File: src/rtl/mips_pkg.sv
// Shared encodings for the writeback stage: load types, destination selects
// and the late-result starvation FSM states.
package mips_pkg;

  typedef enum logic [2:0] {
    LT_LW  = 3'b000,
    LT_LB  = 3'b001,
    LT_LBU = 3'b010,
    LT_LH  = 3'b011,
    LT_LHU = 3'b100
  } load_type_e;

  localparam logic [1:0] RD_RT   = 2'b00;
  localparam logic [1:0] RD_RD   = 2'b01;
  localparam logic [1:0] RD_LINK = 2'b10;

  localparam logic [4:0] LINK_REG = 5'd31;
  localparam logic [4:0] ZERO_REG = 5'd0;

  typedef enum logic [1:0] {
    ST_IDLE  = 2'b00,
    ST_WAIT  = 2'b01,
    ST_FORCE = 2'b10
  } wb_state_e;

endpackage

File: src/rtl/writeback_module_if.sv
// MEM/WB pipeline inputs, late-result handshake and register-file write port.
interface writeback_module_if;
  logic        in_valid;
  logic        stall;
  logic        flush;
  logic        reg_write_in;
  logic        mem_to_reg;
  logic [1:0]  reg_dst;
  logic [4:0]  rt;
  logic [4:0]  rd;
  logic [2:0]  load_type;
  logic [31:0] alu_result;
  logic [31:0] mem_read_data;
  logic [31:0] next_pc;
  logic        late_valid;
  logic [4:0]  late_reg;
  logic [31:0] late_data;
  logic        late_ready;
  logic        stall_req;
  logic        reg_write;
  logic [4:0]  write_reg;
  logic [31:0] write_data;

  modport master (
    output in_valid, stall, flush, reg_write_in, mem_to_reg, reg_dst, rt, rd,
           load_type, alu_result, mem_read_data, next_pc,
           late_valid, late_reg, late_data,
    input  late_ready, stall_req, reg_write, write_reg, write_data
  );

  modport slave (
    input  in_valid, stall, flush, reg_write_in, mem_to_reg, reg_dst, rt, rd,
           load_type, alu_result, mem_read_data, next_pc,
           late_valid, late_reg, late_data,
    output late_ready, stall_req, reg_write, write_reg, write_data
  );
endinterface

File: src/rtl/writeback_module_load_align.sv
// Big-endian byte/half extraction and sign/zero extension of a loaded word.
module load_align
  import mips_pkg::*;
(
  input  logic [31:0] i_mem_data,
  input  logic [1:0]  i_offset,
  input  logic [2:0]  i_load_type,
  output logic [31:0] o_data
);

  logic [7:0]  w_byte;
  logic [15:0] w_half;

  always_comb begin
    w_byte = i_mem_data[31:24];
    case (i_offset)
      2'd0: w_byte = i_mem_data[31:24];
      2'd1: w_byte = i_mem_data[23:16];
      2'd2: w_byte = i_mem_data[15:8];
      2'd3: w_byte = i_mem_data[7:0];
      default: w_byte = i_mem_data[31:24];
    endcase
  end

  // Halfword offset bit 0 is ignored; misalignment is trapped upstream.
  assign w_half = i_offset[1] ? i_mem_data[15:0] : i_mem_data[31:16];

  always_comb begin
    o_data = i_mem_data;
    case (i_load_type)
      LT_LB:   o_data = {{24{w_byte[7]}}, w_byte};
      LT_LBU:  o_data = {24'b0, w_byte};
      LT_LH:   o_data = {{16{w_half[15]}}, w_half};
      LT_LHU:  o_data = {16'b0, w_half};
      default: o_data = i_mem_data;
    endcase
  end

endmodule

File: src/rtl/writeback_module.sv
// MIPS writeback stage: selects the write value and arbitrates the single
// register-file write port between the pipeline and late mul/div results.
module writeback_module
  import mips_pkg::*;
#(
  parameter int STARVE_LIMIT = 4
) (
  input logic              clk,
  input logic              reset_n,
  writeback_module_if.slave wb
);

  wb_state_e   r_state, w_state_nxt;
  logic [4:0]  r_cnt, w_cnt_nxt;
  logic        r_reg_write;
  logic [4:0]  r_write_reg;
  logic [31:0] r_write_data;

  logic        w_pipe_claim;
  logic        w_late_grant;
  logic        w_grant;
  logic [4:0]  w_pipe_dest;
  logic [31:0] w_pipe_data;
  logic [31:0] w_load_data;
  logic [4:0]  w_sel_dest;
  logic [31:0] w_sel_data;
  logic        w_do_write;

  function automatic logic [4:0] sat_inc(input logic [4:0] c);
    return (c == 5'h1F) ? c : c + 5'd1;
  endfunction

  load_align u_align (
    .i_mem_data  (wb.mem_read_data),
    .i_offset    (wb.alu_result[1:0]),
    .i_load_type (wb.load_type),
    .o_data      (w_load_data)
  );

  // While the FSM forces a yield the pipeline input is ignored outright.
  assign w_pipe_claim = wb.in_valid & wb.reg_write_in & ~wb.stall & ~wb.flush
                        & (r_state != ST_FORCE);
  assign w_late_grant = reset_n & wb.late_valid & ~w_pipe_claim;
  assign w_grant      = w_pipe_claim | w_late_grant;

  always_comb begin
    case (wb.reg_dst)
      RD_RD:   w_pipe_dest = wb.rd;
      RD_LINK: w_pipe_dest = LINK_REG;
      default: w_pipe_dest = wb.rt;
    endcase
  end

  assign w_pipe_data = (wb.reg_dst == RD_LINK) ? wb.next_pc :
                       (wb.mem_to_reg ? w_load_data : wb.alu_result);

  assign w_sel_dest = w_pipe_claim ? w_pipe_dest : wb.late_reg;
  assign w_sel_data = w_pipe_claim ? w_pipe_data : wb.late_data;
  assign w_do_write = w_grant & (w_sel_dest != ZERO_REG);

  // Write port register stage
  always_ff @(posedge clk) begin
    if (!reset_n) begin
      r_reg_write  <= 1'b0;
      r_write_reg  <= 5'd0;
      r_write_data <= 32'd0;
    end else begin
      r_reg_write <= w_do_write;
      if (w_do_write) begin
        r_write_reg  <= w_sel_dest;
        r_write_data <= w_sel_data;
      end
    end
  end

  always_comb begin
    w_state_nxt = r_state;
    w_cnt_nxt   = r_cnt;
    case (r_state)
      ST_IDLE: begin
        if (wb.late_valid && !w_late_grant) begin
          w_state_nxt = ST_WAIT;
          w_cnt_nxt   = 5'd1;
        end
      end
      ST_WAIT: begin
        if (w_late_grant || !wb.late_valid) begin
          w_state_nxt = ST_IDLE;
          w_cnt_nxt   = 5'd0;
        end else if (int'(r_cnt) >= STARVE_LIMIT - 1) begin
          w_state_nxt = ST_FORCE;
        end else begin
          w_cnt_nxt = sat_inc(r_cnt);
        end
      end
      ST_FORCE: begin
        if (w_late_grant || !wb.late_valid) begin
          w_state_nxt = ST_IDLE;
          w_cnt_nxt   = 5'd0;
        end
      end
      default: begin
        w_state_nxt = ST_IDLE;
        w_cnt_nxt   = 5'd0;
      end
    endcase
  end

  always_ff @(posedge clk) begin
    if (!reset_n) begin
      r_state <= ST_IDLE;
      r_cnt   <= 5'd0;
    end else begin
      r_state <= w_state_nxt;
      r_cnt   <= w_cnt_nxt;
    end
  end

  assign wb.late_ready = w_late_grant;
  assign wb.stall_req  = (r_state == ST_FORCE);
  assign wb.reg_write  = r_reg_write;
  assign wb.write_reg  = r_write_reg;
  assign wb.write_data = r_write_data;

endmodule
File: src/flat_wrapper.sv
// flat-port wrapper written by rule: the top's interface ports become plain ports
module writeback_module_flat import mips_pkg::*;
#(
  parameter int STARVE_LIMIT = 4
)
  (clk, reset_n, wb_in_valid, wb_stall, wb_flush, wb_reg_write_in, wb_mem_to_reg, wb_reg_dst, wb_rt, wb_rd, wb_load_type, wb_alu_result, wb_mem_read_data, wb_next_pc, wb_late_valid, wb_late_reg, wb_late_data, wb_late_ready, wb_stall_req, wb_reg_write, wb_write_reg, wb_write_data);
  writeback_module_if wb_i ();
  input logic clk;
  input logic reset_n;
  input wire logic [$bits(wb_i.in_valid)-1:0] wb_in_valid;
  input wire logic [$bits(wb_i.stall)-1:0] wb_stall;
  input wire logic [$bits(wb_i.flush)-1:0] wb_flush;
  input wire logic [$bits(wb_i.reg_write_in)-1:0] wb_reg_write_in;
  input wire logic [$bits(wb_i.mem_to_reg)-1:0] wb_mem_to_reg;
  input wire logic [$bits(wb_i.reg_dst)-1:0] wb_reg_dst;
  input wire logic [$bits(wb_i.rt)-1:0] wb_rt;
  input wire logic [$bits(wb_i.rd)-1:0] wb_rd;
  input wire logic [$bits(wb_i.load_type)-1:0] wb_load_type;
  input wire logic [$bits(wb_i.alu_result)-1:0] wb_alu_result;
  input wire logic [$bits(wb_i.mem_read_data)-1:0] wb_mem_read_data;
  input wire logic [$bits(wb_i.next_pc)-1:0] wb_next_pc;
  input wire logic [$bits(wb_i.late_valid)-1:0] wb_late_valid;
  input wire logic [$bits(wb_i.late_reg)-1:0] wb_late_reg;
  input wire logic [$bits(wb_i.late_data)-1:0] wb_late_data;
  output wire logic [$bits(wb_i.late_ready)-1:0] wb_late_ready;
  output wire logic [$bits(wb_i.stall_req)-1:0] wb_stall_req;
  output wire logic [$bits(wb_i.reg_write)-1:0] wb_reg_write;
  output wire logic [$bits(wb_i.write_reg)-1:0] wb_write_reg;
  output wire logic [$bits(wb_i.write_data)-1:0] wb_write_data;
  assign wb_i.in_valid = wb_in_valid;
  assign wb_i.stall = wb_stall;
  assign wb_i.flush = wb_flush;
  assign wb_i.reg_write_in = wb_reg_write_in;
  assign wb_i.mem_to_reg = wb_mem_to_reg;
  assign wb_i.reg_dst = wb_reg_dst;
  assign wb_i.rt = wb_rt;
  assign wb_i.rd = wb_rd;
  assign wb_i.load_type = wb_load_type;
  assign wb_i.alu_result = wb_alu_result;
  assign wb_i.mem_read_data = wb_mem_read_data;
  assign wb_i.next_pc = wb_next_pc;
  assign wb_i.late_valid = wb_late_valid;
  assign wb_i.late_reg = wb_late_reg;
  assign wb_i.late_data = wb_late_data;
  assign wb_late_ready = wb_i.late_ready;
  assign wb_stall_req = wb_i.stall_req;
  assign wb_reg_write = wb_i.reg_write;
  assign wb_write_reg = wb_i.write_reg;
  assign wb_write_data = wb_i.write_data;
  writeback_module #(.STARVE_LIMIT(STARVE_LIMIT)) u_core (.clk(clk), .reset_n(reset_n), .wb(wb_i));
endmodule
File: config.mk
export PLATFORM = sky130hd
export DESIGN_NAME = writeback_module_flat
export DESIGN_NICKNAME = d
export VERILOG_FILES = /design/src/rtl/mips_pkg.sv /design/src/rtl/writeback_module_if.sv /design/src/rtl/writeback_module_load_align.sv /design/src/rtl/writeback_module.sv /design/src/flat_wrapper.sv
export SDC_FILE = /design/constraint.sdc
export NUM_CORES = 1
export LEC_CHECK = 0
export ABC_AREA = 0
export CORE_UTILIZATION = 44
export CTS_BUF_LIST = sky130_fd_sc_hd__clkbuf_16
export DETAILED_ROUTE_END_ITERATION = 8
export GPL_TIMING_DRIVEN = 0
export PLACE_DENSITY_LB_ADDON = 0.2
export SYNTH_ARGS = -nofsm -noshare
export SYNTH_HDL_FRONTEND = slang
export SYNTH_SLANG_ARGS = --single-unit
File: constraint.sdc
create_clock -name clk -period 5.1 [get_ports clk]
set_input_delay 1.02 -clock clk [delete_from_list [all_inputs] [get_ports clk]]
set_output_delay 1.02 -clock clk [all_outputs]
set_load 0.02 [all_outputs]
---- Word level (Yosys, flattened, before mapping) ----
Index checks and enable logic that the tools add are counted.
storage, ports and cells
  register bits ........................... 45
  input port bits ......................... 156
  output and inout bits ................... 40
  logic and storage cells ................. 64
cells by class
  add/subtract/negate cells ............... 1
  $lt $le $gt $ge ......................... 1
  equality and inequality tests ........... 18
  mux-type cells .......................... 19
  bitwise operators ....................... 11
  reductions and logical operators ........ 9
operator list
  operator                                                                              number
  32-bit case mux with 4 select lines                                                   1
  32-bit two-way mux                                                                    3
  8-bit case mux with 4 select lines                                                    1
  5-bit two-way mux                                                                     6
  16-bit two-way mux                                                                    1
  5-bit case mux with 3 select lines                                                    1
  5-bit case mux with 2 select lines                                                    1
  2-bit equality test (second input constant)                                           4
  2-bit two-way mux                                                                     4
  1-bit AND                                                                             7
  2-bit by 1-bit equality test with 1-bit output (second input constant)                3
  3-bit by 2-bit equality test with 1-bit output (second input constant)                2
  3-bit by 2-bit != test with 1-bit output (second input constant)                      2
  2-bit case mux with 3 select lines                                                    1
  5-bit by 1-bit adder with 5-bit output (second input constant)                        1
  5-bit equality test (second input constant)                                           1
  5-bit by 2-bit greater-or-equal comparator with 1-bit output (second input constant)  1
  5-bit nonzero test                                                                    1
  2-bit logical NOT                                                                     2
  2-bit by 1-bit != test with 1-bit output (second input constant)                      2
  4-bit AND reduction                                                                   1
  3-bit by 1-bit equality test with 1-bit output (second input constant)                1
  3-bit equality test (second input constant)                                           1
  3-bit by 1-bit != test with 1-bit output (second input constant)                      1
  7 further kinds                                                                       10

---- Depth between registers and ports, before layout ----
  depth in word-level cells ............... 10
  mapped depth ............................ 10
  gate-level depth less buffers ........... 7

---- Modules after synthesis ----
A second synthesis with hierarchy kept.
second synthesis, totals
  cell total of the unflattened synthesis .. 481
  area total of the unflattened synthesis .. 3892.5 µm²
by module, submodules not included
  module            instances  cells an instance  area each (µm²)  seq. area each (µm²)
  writeback_module  1          398                3083.0           900.9
  load_align        1          83                 809.5            0.0

---- Least setup slack after synthesis ----
Ideal clock, no wire load.
  kind .................................... in2reg
  start ................................... input port wb_reg_dst[0]
  end ..................................... register u_core.r_write_data[30], in the netlist u_core.wb.write_data[30]
  library setup time ...................... 119 ps
  data arrival time ....................... 2723 ps
  required time ........................... 4981 ps
  path slack .............................. 2258 ps
  stages .................................. 10
  path buffers ............................ 3
  path through ............................ inv_1 > ha_1 > buf_6 > a211oi_2 > o211ai_1 > o31a_1 > buf_6 > or2_0 > buf_2 > o221a_1
on the way
  word-level cells in the longest chain between the ends .. 5
  elaborated cells between the ends (all ways) .. 8
  those cells by class .................... 2 x eq/ne; 4 x mux; 1 x bitwise; 1 x reduce/logical
RTL lines
  element                                                                                line                                            text
  start, declared                                                                        flat_wrapper.sv:15                              input wire logic [$bits(wb_i.reg_dst)-1:0] wb_reg_dst;
  2-bit equality test or 2-bit by 1-bit equality test with 1-bit output (tied branches)  writeback_module.sv:47, writeback_module.sv:54
  5-bit case mux with 2 select lines                                                     writeback_module.sv:47                          case (wb.reg_dst)
  5-bit two-way mux                                                                      writeback_module.sv:57                          assign w_sel_dest = w_pipe_claim ? w_pipe_dest : wb.late_reg;
  5-bit nonzero test                                                                     writeback_module.sv:59                          assign w_do_write = w_grant & (w_sel_dest != ZERO_REG);
  1-bit AND                                                                              writeback_module.sv:59
  end signal, assigned                                                                   writeback_module.sv:71                          r_write_data <= w_sel_data;
  end, declared                                                                          writeback_module.sv:17                          logic [31:0] r_write_data;
Several ways; a longest one is shown, not always the timed one.
A chain may end at the register's enable or synchronous reset.

---- Worst setup path after layout ----
  start ................................... input port wb_late_valid
  end ..................................... output port wb_late_ready
on the way
  word-level cells in the longest chain between the ends .. 2
RTL lines
  element                  line                    text
  start, declared          flat_wrapper.sv:22      input wire logic [$bits(wb_i.late_valid)-1:0] wb_late_valid;
  1-bit AND (2 in series)  writeback_module.sv:43  assign w_late_grant = reset_n & wb.late_valid & ~w_pipe_claim;
  end, declared            flat_wrapper.sv:25      output wire logic [$bits(wb_i.late_ready)-1:0] wb_late_ready;
Every way passes these cells.

==> impl_metrics.csv <==
group,metric,value,unit
timing,fin_tns_setup,0,ns
timing,fin_skew,0.0112,ns
yosys,synth_top_area_share,23.3,%
timing,min_period,3.78,ns
timing,rsz0062_at_grt,"no",
yosys,synth_nets,648,
clocking,cts_root_buf,"clkbuf_16",
cells_and_area,syn_to_final_growth,57.5,%
die,dieArea,9150,um^2
global_routing,grt-ovfl-total,0,
worst_setup_path,timing.critical_path.mode_cell,"clkdlybuf4s50_1",
power_and_ir_drop,p_per_area,208,nW/um^2
clocking,cts_tree,"yes",
route,vias,5264,
cells_and_area,final_nets,847,
worst_setup_path,cp_max_fo,10,
cells_and_area,num_antenna_cells,0,
route,viasPerCell,6.64,
global_routing,track_usage,36.6,%
cells_and_area,final_common_cell,"clkdlybuf4s50_1",
yosys,ys.flop_type,"dfxtp_1",
worst_setup_path,critPathKind,"in2out",
yosys,yosysTopAreaCell,"dfxtp_1",
die,die_w,95.7,um
cells_and_area,drive_above_1_share,7.85,%
route,ant_nets,0,
clocking,cts_sinks,45,
yosys,synth_area_leaders,"dfxtp_1 23%, o21ai_0 6.0%, nor3_1 5.3%",
global_routing,grt_max_degree,15,
clocking,cts_hold_buf,0,
global_routing,grt_pass1_wl,25400,um
cells_and_area,largest_register_ff_count,32,
cells_and_area,fillers,685,
worst_setup_path,cp_cell_sequence,"clkdlybuf4s50_1, nand2_1, a21oi_1, clkdlybuf4s50_1",
worst_setup_path,cp-end-kind,"output port",
clocking,clk_pin_slew,0.07,ns
yosys,netlist_area,3860,um^2
job,max_cap_viol_count,0,
clocking,cts_inserted_buffers,5,
placed_design,gp_congestion,0.930,
die,die_h,95.7,um
global_routing,antenna_found_initial,0,
route,routed_wl,16900,um
worst_setup_path,start_kind,"primary input",
worst_setup_path,crit_slowest_cell,"clkdlybuf4s50_1",
clocking,htreeDepth,2,
die,rows,33,
worst_setup_path,max_stage_delay,0.64,ns
outcome,status,"completed",
placed_design,place_hpwl,13400,um
clocking,cts.repair.resized,0,
die,core_area,8340,um^2
timing,max_freq,265,MHz
min_path,hp-class,"reg2reg",
die,start_util,46.3,%
cells_and_area,final_cell_mix,"192 x clkdlybuf4s50_1, 46 x o21ai_0, 45 x dfxtp_1",
placed_design,portBuffers,192,
route,drc,0,
worst_setup_path,worstPathRequired,4.08,ns
power_and_ir_drop,ir_drop,0.140,mV
timing,worst_pin_slew,0.719,ns
yosys,async_flop_share,0,%
timing,slew_headroom,51.9,%
clocking,ctsLongestPathBuffers,2,
route,wl_per_cell,21.3,um
worst_setup_path,cp.arrival,2.76,ns
route,drtIter0Drc,499,
yosys,ys_warn_count,0,
timing,period_share,74.1,%
yosys,yosysUniqueCellTypes,64,
clocking,post_cts_buffers,0,
yosys,synth.avg_cell_area,7.91,um^2
yosys,synth_edf_count,0,
yosys,yosysSeqAreaShare,23.3,%
power_and_ir_drop,leakagePower,2.29,nW
yosys,synth_seq_cells,45,
route,first_pass_iters,6,
die,io_pins,196,
global_routing,grt_pass1_vias,4963,
timing,finalSetupViolCount,0,
timing,report.final.slew_viol_count,0,
clocking,clk_latency,0.29,ns
yosys,netlist_instances,488,
timing,hold_ws,0.498,ns
timing,hold_viol,0,
## per-stage QoR
stage               utilization [%]  cell area (um^2)  total power, mW  cells  setup WS, ns
detailed placement             70.9              5910            0.886    785          1.34
CTS                            72.9              6080             1.25    793          1.35
global placement               70.9              5910            0.875    785          1.40
floorplan                         -              3860            0.635    488          2.26
global route                   72.9              6080             1.31    793          1.25
finish                         72.9              6080             1.26    793          1.32
## where the power goes
| part | switching, mW | internal [mW] |
|---|---|---|
| combinational | 0.238 | 0.252 |
| sequential | 0.0176 | 0.383 |
| clock | 0.143 | 0.231 |
## cell usage after synthesis (4+ instances only)
library cell / count
o211a_1: 14
a211oi_1: 5
a222oi_1: 14
a41oi_1: 7
mux2i_1: 8
mux4_2: 8
o21ai_0: 46
ha_1: 4
o221ai_1: 17
dfxtp_1: 45
nand3_1: 17
buf_6: 4
clkbuf_1: 22
a221o_1: 7
nor3_1: 41
o21ai_1: 8
a311oi_2: 5
nor2b_1: 4
nor2_1: 30
buf_2: 19
o31ai_1: 8
a311oi_1: 7
nand3b_1: 11
inv_1: 15
nor3b_1: 11
nand2b_1: 5
nand2_1: 20
a21oi_1: 30
## kinds of logic (layout without fill, tap and decap cells)
family,Yosys count,count (layout),synth area share (%)
xor+xnor,1,1,0.227
simple gates,160,160,22.7
buf+inv,65,265,7.81
flops,45,45,23.3
fa+ha+maj,4,4,1.30
compound gates,197,197,37.9
mux,16,16,6.74
## routing by layer
| metal | GRT usage (%) | vias to the layer above | routed length [um] |
|---|---|---|---|
| li1 | - | 2349 | - |
| met1 | 45.4 | 2461 | 6360 |
| met2 | 59.8 | 394 | 7730 |
| met3 | 8.05 | 60 | 2010 |
| met4 | 18.2 | 0 | 806 |
| met5 | 0 | - | 0 |
## cell type report
class,count,area [um^2],share of cell area [%]
well taps,105,131,2.16
inverters,17,63.8,1.05
plain buffers,48,238,3.91
clock inverters,3,42.5,0.700
clock buffers,5,125,2.06
repair buffers,192,1920,31.6
flip-flops and latches,45,901,14.8
multi-input cells,378,2660,43.7
## critical path, delay by kind of cell
family,cells,cell delay [ns]
AND/OR/NAND/NOR,1,0.26
AO/OA/AOI/OAI,1,0.24
buffers and inverters,2,1.23
## final timing paths
kind,from,end,slack (ns),cells past startpoint
max,wb_late_valid,wb_late_ready,1.32,4
min,u_core.wb.write_data[7],u_core.wb.write_data[7],0.50,2
max reg2reg,u_core.r_state[1],u_core.wb.write_data[19],2.62,7
min reg2reg,u_core.wb.write_data[7],u_core.wb.write_data[7],0.50,2
Power figures use the tool's default switching activity.
